[config.mk]
export PLATFORM = sky130hd
export DESIGN_NAME = grf_operand_arb
export DESIGN_NICKNAME = d
export VERILOG_FILES = /design/src/rtl/grf_operand_arb.sv
export SDC_FILE = /design/constraint.sdc
export NUM_CORES = 1
export LEC_CHECK = 0
export ABC_AREA = 1
export BUFFER_PORTS_ARGS = -buffer_cell sky130_fd_sc_hd__buf_2
export CAP_MARGIN = 25
export CORE_MARGIN = 1.5
export CORE_UTILIZATION = 51
export CTS_CLUSTER_SIZE = 30
export DETAILED_ROUTE_END_ITERATION = 8
export PLACE_DENSITY = 0.72
export SLEW_MARGIN = 25
export SYNTH_ARGS = -nofsm -noshare
export SYNTH_HDL_FRONTEND = slang
export SYNTH_SLANG_ARGS = --single-unit
[constraint.sdc]
create_clock -name clk -period 17.55 [get_ports clk]
set_input_delay 1.755 -clock clk [delete_from_list [all_inputs] [get_ports clk]]
set_output_delay 1.755 -clock clk [all_outputs]
set_load 0.1 [all_outputs]
[src/rtl/grf_operand_arb.sv]
// ---------------------------------------------------------------------------
// grf_operand_arb
// Arbitrates operand fetches from the ALU-issue (req0) and LSU-issue (req1)
// requesters onto two GRF read ports and two bypass-buffer read ports. The
// arbiter grants both requests together when the read ports suffice, and
// otherwise picks one winner using starvation priority and then a
// round-robin pointer. Read data returns one cycle after the grant and is
// collected into a 2-entry response FIFO per requester. A per-requester
// credit counter covers FIFO entries plus reads in flight, so a FIFO can
// never overflow.
//
// Ports
//   clk, rst                    clock, synchronous active-high reset
//   reqN_valid / reqN_ready     operand-fetch handshake (ready is combinational)
//   reqN_rs1/rs2                GRF source indices
//   reqN_dep1/dep2              bypass tag, 4'hF = read GRF instead
//   reqN_use1/use2              operand is required
//   grf_renP/raddrP/rdataP      two synchronous GRF read ports
//   bp_renP/raddrP/rdataP       two synchronous bypass read ports
//   bp_vmask                    bypass entry k holds a produced value
//   rspN_valid/ready/opl/opr    operand response handshake and data
// ---------------------------------------------------------------------------
module grf_operand_arb #(
   parameter int STARVE_LIMIT = 7
) (
   input  logic        clk,
   input  logic        rst,
   input  logic        req0_valid,
   output logic        req0_ready,
   input  logic [4:0]  req0_rs1,
   input  logic [4:0]  req0_rs2,
   input  logic [3:0]  req0_dep1,
   input  logic [3:0]  req0_dep2,
   input  logic        req0_use1,
   input  logic        req0_use2,
   input  logic        req1_valid,
   output logic        req1_ready,
   input  logic [4:0]  req1_rs1,
   input  logic [4:0]  req1_rs2,
   input  logic [3:0]  req1_dep1,
   input  logic [3:0]  req1_dep2,
   input  logic        req1_use1,
   input  logic        req1_use2,
   output logic        grf_ren0,
   output logic [4:0]  grf_raddr0,
   input  logic [31:0] grf_rdata0,
   output logic        grf_ren1,
   output logic [4:0]  grf_raddr1,
   input  logic [31:0] grf_rdata1,
   output logic        bp_ren0,
   output logic [3:0]  bp_raddr0,
   input  logic [31:0] bp_rdata0,
   output logic        bp_ren1,
   output logic [3:0]  bp_raddr1,
   input  logic [31:0] bp_rdata1,
   input  logic [14:0] bp_vmask,
   output logic        rsp0_valid,
   input  logic        rsp0_ready,
   output logic [31:0] rsp0_opl,
   output logic [31:0] rsp0_opr,
   output logic        rsp1_valid,
   input  logic        rsp1_ready,
   output logic [31:0] rsp1_opl,
   output logic [31:0] rsp1_opr
);

   localparam int SW = (STARVE_LIMIT < 1) ? 1 : $clog2(STARVE_LIMIT + 1);
   localparam logic [SW-1:0] LIMIT = SW'(STARVE_LIMIT);

   typedef enum logic [1:0] {
      SRC_ZERO = 2'd0,
      SRC_GRF  = 2'd1,
      SRC_BP   = 2'd2
   } srcT;

   // Operand slots are numbered 0..3 as req0.opl, req0.opr, req1.opl,
   // req1.opr; this order also sets read-port allocation priority.
   logic [3:0][4:0]   opRs;
   logic [3:0][3:0]   opDep;
   logic [3:0]        opUse;
   logic [1:0]        reqValid;
   logic [1:0]        rspReady;
   logic [15:0]       vmaskPad;

   logic [3:0]        needG, needB, bpOk;
   logic [1:0][2:0]   gCnt, bCnt;
   logic [1:0]        eligible, grant;
   logic              dualOk;
   srcT               opSrc_d [4];
   logic [3:0]        opPort_d;
   logic [3:0][31:0]  opData;
   logic [1:0][63:0]  pushData;
   logic [1:0][63:0]  head;
   logic [1:0]        rspValid, pop;

   logic [1:0][1:0]   credit_q;
   logic              rr_q;
   logic [1:0][SW-1:0] starve_q;
   logic [1:0]        pend_q;
   srcT               opSrc_q [4];
   logic [3:0]        opPort_q;
   logic [1:0][1:0][63:0] fifoMem_q;
   logic [1:0]        wrPtr_q, rdPtr_q;
   logic [1:0][1:0]   fifoCnt_q;

   assign opRs     = {req1_rs2, req1_rs1, req0_rs2, req0_rs1};
   assign opDep    = {req1_dep2, req1_dep1, req0_dep2, req0_dep1};
   assign opUse    = {req1_use2, req1_use1, req0_use2, req0_use1};
   assign reqValid = {req1_valid, req0_valid};
   assign rspReady = {rsp1_ready, rsp0_ready};
   // Tag 4'hF never indexes a real entry, so the padding bit is never used.
   assign vmaskPad = {1'b0, bp_vmask};

   // Classify each operand and decide which requesters can be served now.
   always_comb begin
      needG    = '0;
      needB    = '0;
      bpOk     = '0;
      gCnt     = '0;
      bCnt     = '0;
      eligible = '0;
      for (int i = 0; i < 4; i++) begin
         needB[i] = opUse[i] && (opDep[i] != 4'hF);
         needG[i] = opUse[i] && (opDep[i] == 4'hF) && (opRs[i] != 5'd0);
         bpOk[i]  = !needB[i] || vmaskPad[opDep[i]];
      end
      for (int n = 0; n < 2; n++) begin
         gCnt[n]     = 3'(needG[2*n]) + 3'(needG[2*n+1]);
         bCnt[n]     = 3'(needB[2*n]) + 3'(needB[2*n+1]);
         eligible[n] = reqValid[n] && (credit_q[n] != 2'd0) && bpOk[2*n] && bpOk[2*n+1];
      end
   end

   // Grant both when the two read-port pools cover both requests; otherwise
   // a starved requester wins first, then the round-robin pointer decides.
   always_comb begin
      grant  = '0;
      dualOk = ((gCnt[0] + gCnt[1]) <= 3'd2) && ((bCnt[0] + bCnt[1]) <= 3'd2);
      if (rst) begin
         grant = '0;
      end else if ((&eligible) && dualOk) begin
         grant = 2'b11;
      end else if (&eligible) begin
         if (starve_q[0] == LIMIT)      grant = 2'b01;
         else if (starve_q[1] == LIMIT) grant = 2'b10;
         else                           grant = rr_q ? 2'b10 : 2'b01;
      end else begin
         grant = eligible;
      end
   end

   assign req0_ready = grant[0];
   assign req1_ready = grant[1];

   // Hand out read ports in slot order; the first operand needing a pool
   // takes port 0 and the second takes port 1. The chosen source and port
   // are remembered so the returning data can be steered one cycle later.
   always_comb begin
      logic gTaken;
      logic bTaken;
      gTaken     = 1'b0;
      bTaken     = 1'b0;
      grf_ren0   = 1'b0;
      grf_raddr0 = '0;
      grf_ren1   = 1'b0;
      grf_raddr1 = '0;
      bp_ren0    = 1'b0;
      bp_raddr0  = '0;
      bp_ren1    = 1'b0;
      bp_raddr1  = '0;
      opPort_d   = '0;
      for (int i = 0; i < 4; i++) begin
         opSrc_d[i] = SRC_ZERO;
         if (grant[i>>1] && needG[i]) begin
            opSrc_d[i] = SRC_GRF;
            if (!gTaken) begin
               grf_ren0   = 1'b1;
               grf_raddr0 = opRs[i];
               gTaken     = 1'b1;
            end else begin
               grf_ren1    = 1'b1;
               grf_raddr1  = opRs[i];
               opPort_d[i] = 1'b1;
            end
         end else if (grant[i>>1] && needB[i]) begin
            opSrc_d[i] = SRC_BP;
            if (!bTaken) begin
               bp_ren0   = 1'b1;
               bp_raddr0 = opDep[i];
               bTaken    = 1'b1;
            end else begin
               bp_ren1     = 1'b1;
               bp_raddr1   = opDep[i];
               opPort_d[i] = 1'b1;
            end
         end
      end
   end

   // Steer the read data of last cycle's grants into FIFO entries; operands
   // that were not read (unused or r0) are stored as zero.
   always_comb begin
      opData   = '0;
      pushData = '0;
      for (int i = 0; i < 4; i++) begin
         case (opSrc_q[i])
            SRC_GRF: opData[i] = opPort_q[i] ? grf_rdata1 : grf_rdata0;
            SRC_BP:  opData[i] = opPort_q[i] ? bp_rdata1 : bp_rdata0;
            default: opData[i] = 32'h0;
         endcase
      end
      for (int n = 0; n < 2; n++) begin
         pushData[n] = {opData[2*n+1], opData[2*n]};
      end
   end

   // Response side: the head entry is shown only while the FIFO holds data.
   always_comb begin
      head     = '0;
      rspValid = '0;
      pop      = '0;
      for (int n = 0; n < 2; n++) begin
         head[n]     = fifoMem_q[n][rdPtr_q[n]];
         rspValid[n] = !rst && (fifoCnt_q[n] != 2'd0);
         pop[n]      = rspValid[n] && rspReady[n];
      end
   end

   assign rsp0_valid = rspValid[0];
   assign rsp0_opl   = rspValid[0] ? head[0][31:0]  : 32'h0;
   assign rsp0_opr   = rspValid[0] ? head[0][63:32] : 32'h0;
   assign rsp1_valid = rspValid[1];
   assign rsp1_opl   = rspValid[1] ? head[1][31:0]  : 32'h0;
   assign rsp1_opr   = rspValid[1] ? head[1][63:32] : 32'h0;

   // Control state: read pipeline, credits, FIFO pointers, starvation
   // counters and round-robin pointer. Reset drops any read in flight.
   always_ff @(posedge clk) begin
      if (rst) begin
         pend_q    <= '0;
         opSrc_q   <= '{default: SRC_ZERO};
         opPort_q  <= '0;
         credit_q  <= {2'd2, 2'd2};
         wrPtr_q   <= '0;
         rdPtr_q   <= '0;
         fifoCnt_q <= '0;
         starve_q  <= '0;
         rr_q      <= 1'b0;
      end else begin
         pend_q   <= grant;
         opSrc_q  <= opSrc_d;
         opPort_q <= opPort_d;
         for (int n = 0; n < 2; n++) begin
            case ({grant[n], pop[n]})
               2'b10:   credit_q[n] <= credit_q[n] - 2'd1;
               2'b01:   credit_q[n] <= credit_q[n] + 2'd1;
               default: credit_q[n] <= credit_q[n];
            endcase
            case ({pend_q[n], pop[n]})
               2'b10:   fifoCnt_q[n] <= fifoCnt_q[n] + 2'd1;
               2'b01:   fifoCnt_q[n] <= fifoCnt_q[n] - 2'd1;
               default: fifoCnt_q[n] <= fifoCnt_q[n];
            endcase
            if (pend_q[n]) wrPtr_q[n] <= ~wrPtr_q[n];
            if (pop[n])    rdPtr_q[n] <= ~rdPtr_q[n];
            if (eligible[n] && !grant[n])
               starve_q[n] <= (starve_q[n] == LIMIT) ? LIMIT : starve_q[n] + SW'(1);
            else
               starve_q[n] <= '0;
         end
         // Only a contested single grant moves the pointer, onto the loser.
         if ((&eligible) && (grant[0] != grant[1]))
            rr_q <= grant[0];
      end
   end

   // FIFO storage needs no reset; emptiness is tracked by the counters.
   always_ff @(posedge clk) begin
      for (int n = 0; n < 2; n++) begin
         if (pend_q[n] && !rst)
            fifoMem_q[n][wrPtr_q[n]] <= pushData[n];
      end
   end

endmodule
==> impl_results.md <==
- Cell area after synthesis: 0.0172 mm²
- Top Ports: 343
- Vias per cell: 5.59
- Fraction of layout cells with a size suffix above 1: 18.9%
- Cell row count: 67
- Fin crit period: 7.56 ns
- Fin Setup TNS: 0 ns
- Crit. End Element: output pin
- CTS Hold Bufs: 0
- DIE AREA: 0.0348 mm²
- Starting Density: 51.5%
- Status: completed
- FILL cells: 3025
- CTS max path bufs: 3
- Netlist cell types: 43
- Hold_ws: 0.450 ns
- Setup slack after layout: 9.99 ns
- Clock skew: 0.0118 ns
- Max-slew headroom: 39.1%
- Worst-path fanout max: 20
- Post-synth ARST share: 0%
- CTS root buffer: clkbuf_16
- Number of antenna violations at the first check in global routing: 9
- Top post-synthesis cells by area: edfxtp_1 (45%), nand2_1 (20%), o211ai_1 (8.6%)
- WL met2: 28500 µm
- Worst Path Required: 15.79 ns
- Worst-margin pin slew: 0.913 ns
- Placed inst area: 0.0191 mm²
- Kind of critical path: in -> out
- CP cell instances: buf_2 > inv_2 > nor4_4 > nand2_1 > a31oi_1 > fa_1 > ha_1 > ha_1 > nor2_1 > a21oi_1 > nor3_1 > nand3_4 > nand2_4 > o21ai_2 > nand3_4 > clkinv_2 > nand2_1 > nand2_1 > inv_1 > buf_2
- Most frequent CP cell: nand2_1
- Startpoint type of the worst setup path: input pin
- CTS clk-pin slew, worst paths: 0.06 ns
- Worst-Skew Late Latency: 0.56 ns
- CTS Sinks: 288
- Met3 Wirelength: 5280 µm
- GRT Overall Usage: 33.2%
- Gr ovfl total: 0
- Yosys top cell area share: 44.7%
- WL met1: 22700 µm
- Post-Syn Area per Cell: 7.77 µm²
- Clock tree from TritonCTS: yes
- Post-synth EDFFs: 256
- Max-cap violations: 0
- Hold Path Stages: 1
- Final hold viol count: 0
- Die height: 187 µm
- YS warnings: 0
- CTS buffer count: 30
- Seq/Total Area, Yosys: 48.4%
- Worst Path Arrival: 5.80 ns
- Worst slack at placement: 9.97 ns
- First-iteration detailed-routing DRC count: 1677
- Dominant cell type by area after synthesis: edfxtp_1
- Commonest cells post-synth: nand2_1 (924), inv_1 (284), edfxtp_1 (256)
- # DRC: 0
- Synthesized instance count: 2213
- RD Place Congestion: 0.923
- RSZ-0062 raised after global routing: false
- Postcts setup bufs: 0
- Detailed Place HPWL: 41800 µm
- H-tree levels: 1
- Antenna-violating nets left: 0
- Port-buffer cells: 342
- Synth Register Bits: 288
- Reg2Reg Depth: 10
- Final WL: 59600 µm
- Leak: 9.39 nW
- Syn nets: 2424
- Count leader, synth: nand2_1
- Nets: 2684
- Largest net degree at the start of global routing: 117
- PD cells: 89.6 mW/mm²
- Area of the multi-input gates: 0.00724 mm²
- Post-CTS Resized: 0
- Worst path max stage delay: 0.48 ns
- Detailed-route wire length per cell: 20.2 µm
- Die span in x: 187 µm
- Vias in the first global route: 15500
- Hold crit path type: reg -> reg
- Post-Layout Inst Area: 0.0202 mm²
- Max Slew Vio Count: 0
- Core footprint: 0.0334 mm²
- Peak VDD IR: 77.9 µV
- Period utilisation layout: 43.1%
- Register Area: 0.00834 mm²
- Ys flop type: edfxtp_1
- Vias: 16500
- First drt pass iteration count: 6
- Layout area overhead: 17.7%
- CP max stage cell: fa_1
- Top layer in use: met5
- FMAX: 132 MHz
- First-pass GRT wire length: 89400 µm
- Final Setup Violations: 0
-- routing by layer --
metal,global-route usage (%),up-vias
met3,6.30,158
met2,56.5,864
li1,-,7758
met5,0,-
met4,14.6,16
met1,41.1,7691
-- layout make-up --
class / instances / area share (%)
Antenna cell: 3 / 0.0371
Clock buffer: 39 / 4.24
Clock inverter: 17 / 1.19
Inverter: 298 / 5.61
Multi-Input combinational cell: 1496 / 35.7
Sequential cell: 288 / 41.2
Tap cell: 448 / 2.77
Timing Repair Buffer: 359 / 9.20
-- power by group --
part | switching [W] | leakage [nW] | total (W) | internal [W]
combinational | 0.000284 | 6.21 | 0.000352 | 0.0000671
sequential | 0.00000697 | 2.65 | 0.000763 | 0.000756
clock | 0.000267 | 0.539 | 0.000699 | 0.000432
-- through the flow --
stage	instances	power, W	utilization [%]
floorplan	2213	0.00103	-
global placement	2888	0.00112	57.3
global route	2945	0.00186	60.7
detailed placement	2888	0.00113	57.3
finish	2948	0.00181	60.7
CTS	2944	0.00182	60.6
-- layout by cell type, fill, tap and decap left out, drive strengths merged, types with 32 or more instances in the layout --
cell    instances
nand2         939
o211ai        197
nor2           48
dfxtp          32
a21oi         149
nand3          96
buf           359
clkbuf         39
inv           296
edfxtp        256
-- sequential cells by signal, summed over array words and instances (netlist names) --
signal	cells
rdPtr_q	2
pend_q	2
fifoCnt_q	4
starve_q	6
opSrc_q	8
credit_q	4
fifoMem_q	256
wrPtr_q	2
rr_q	1
opPort_q	3
-- cells by family (layout without fill, tap and decap cells) --
family | after synthesis | count (layout) | share of synthesized area [%]
other cells | 0 | 3 | 0
flops | 288 | 288 | 48.4
xor+xnor | 2 | 2 | 0.102
simple gates | 1106 | 1106 | 26.3
fa+ha+maj | 22 | 22 | 1.69
compound gates | 366 | 366 | 13.7
buf+inv | 429 | 713 | 9.80
-- worst paths after layout --
path | startpoint | endpoint | slack, ns
max | req1_dep2[0] | grf_raddr0[0] | 9.99
min | starve_q[3] | starve_q[3] | 0.45
max reg2reg | fifoCnt_q[0] | credit_q[1] | 15.04
min reg2reg | starve_q[3] | starve_q[3] | 0.45
-- worst max-delay path: cells and delay by family --
| family | cells | cell delay, ns |
|---|---|---|
| compound gates | 3 | 0.63 |
| fa+ha+maj | 3 | 0.88 |
| buf+inv | 5 | 0.94 |
| simple gates | 9 | 1.58 |
(Power assumes the default switching activity.)
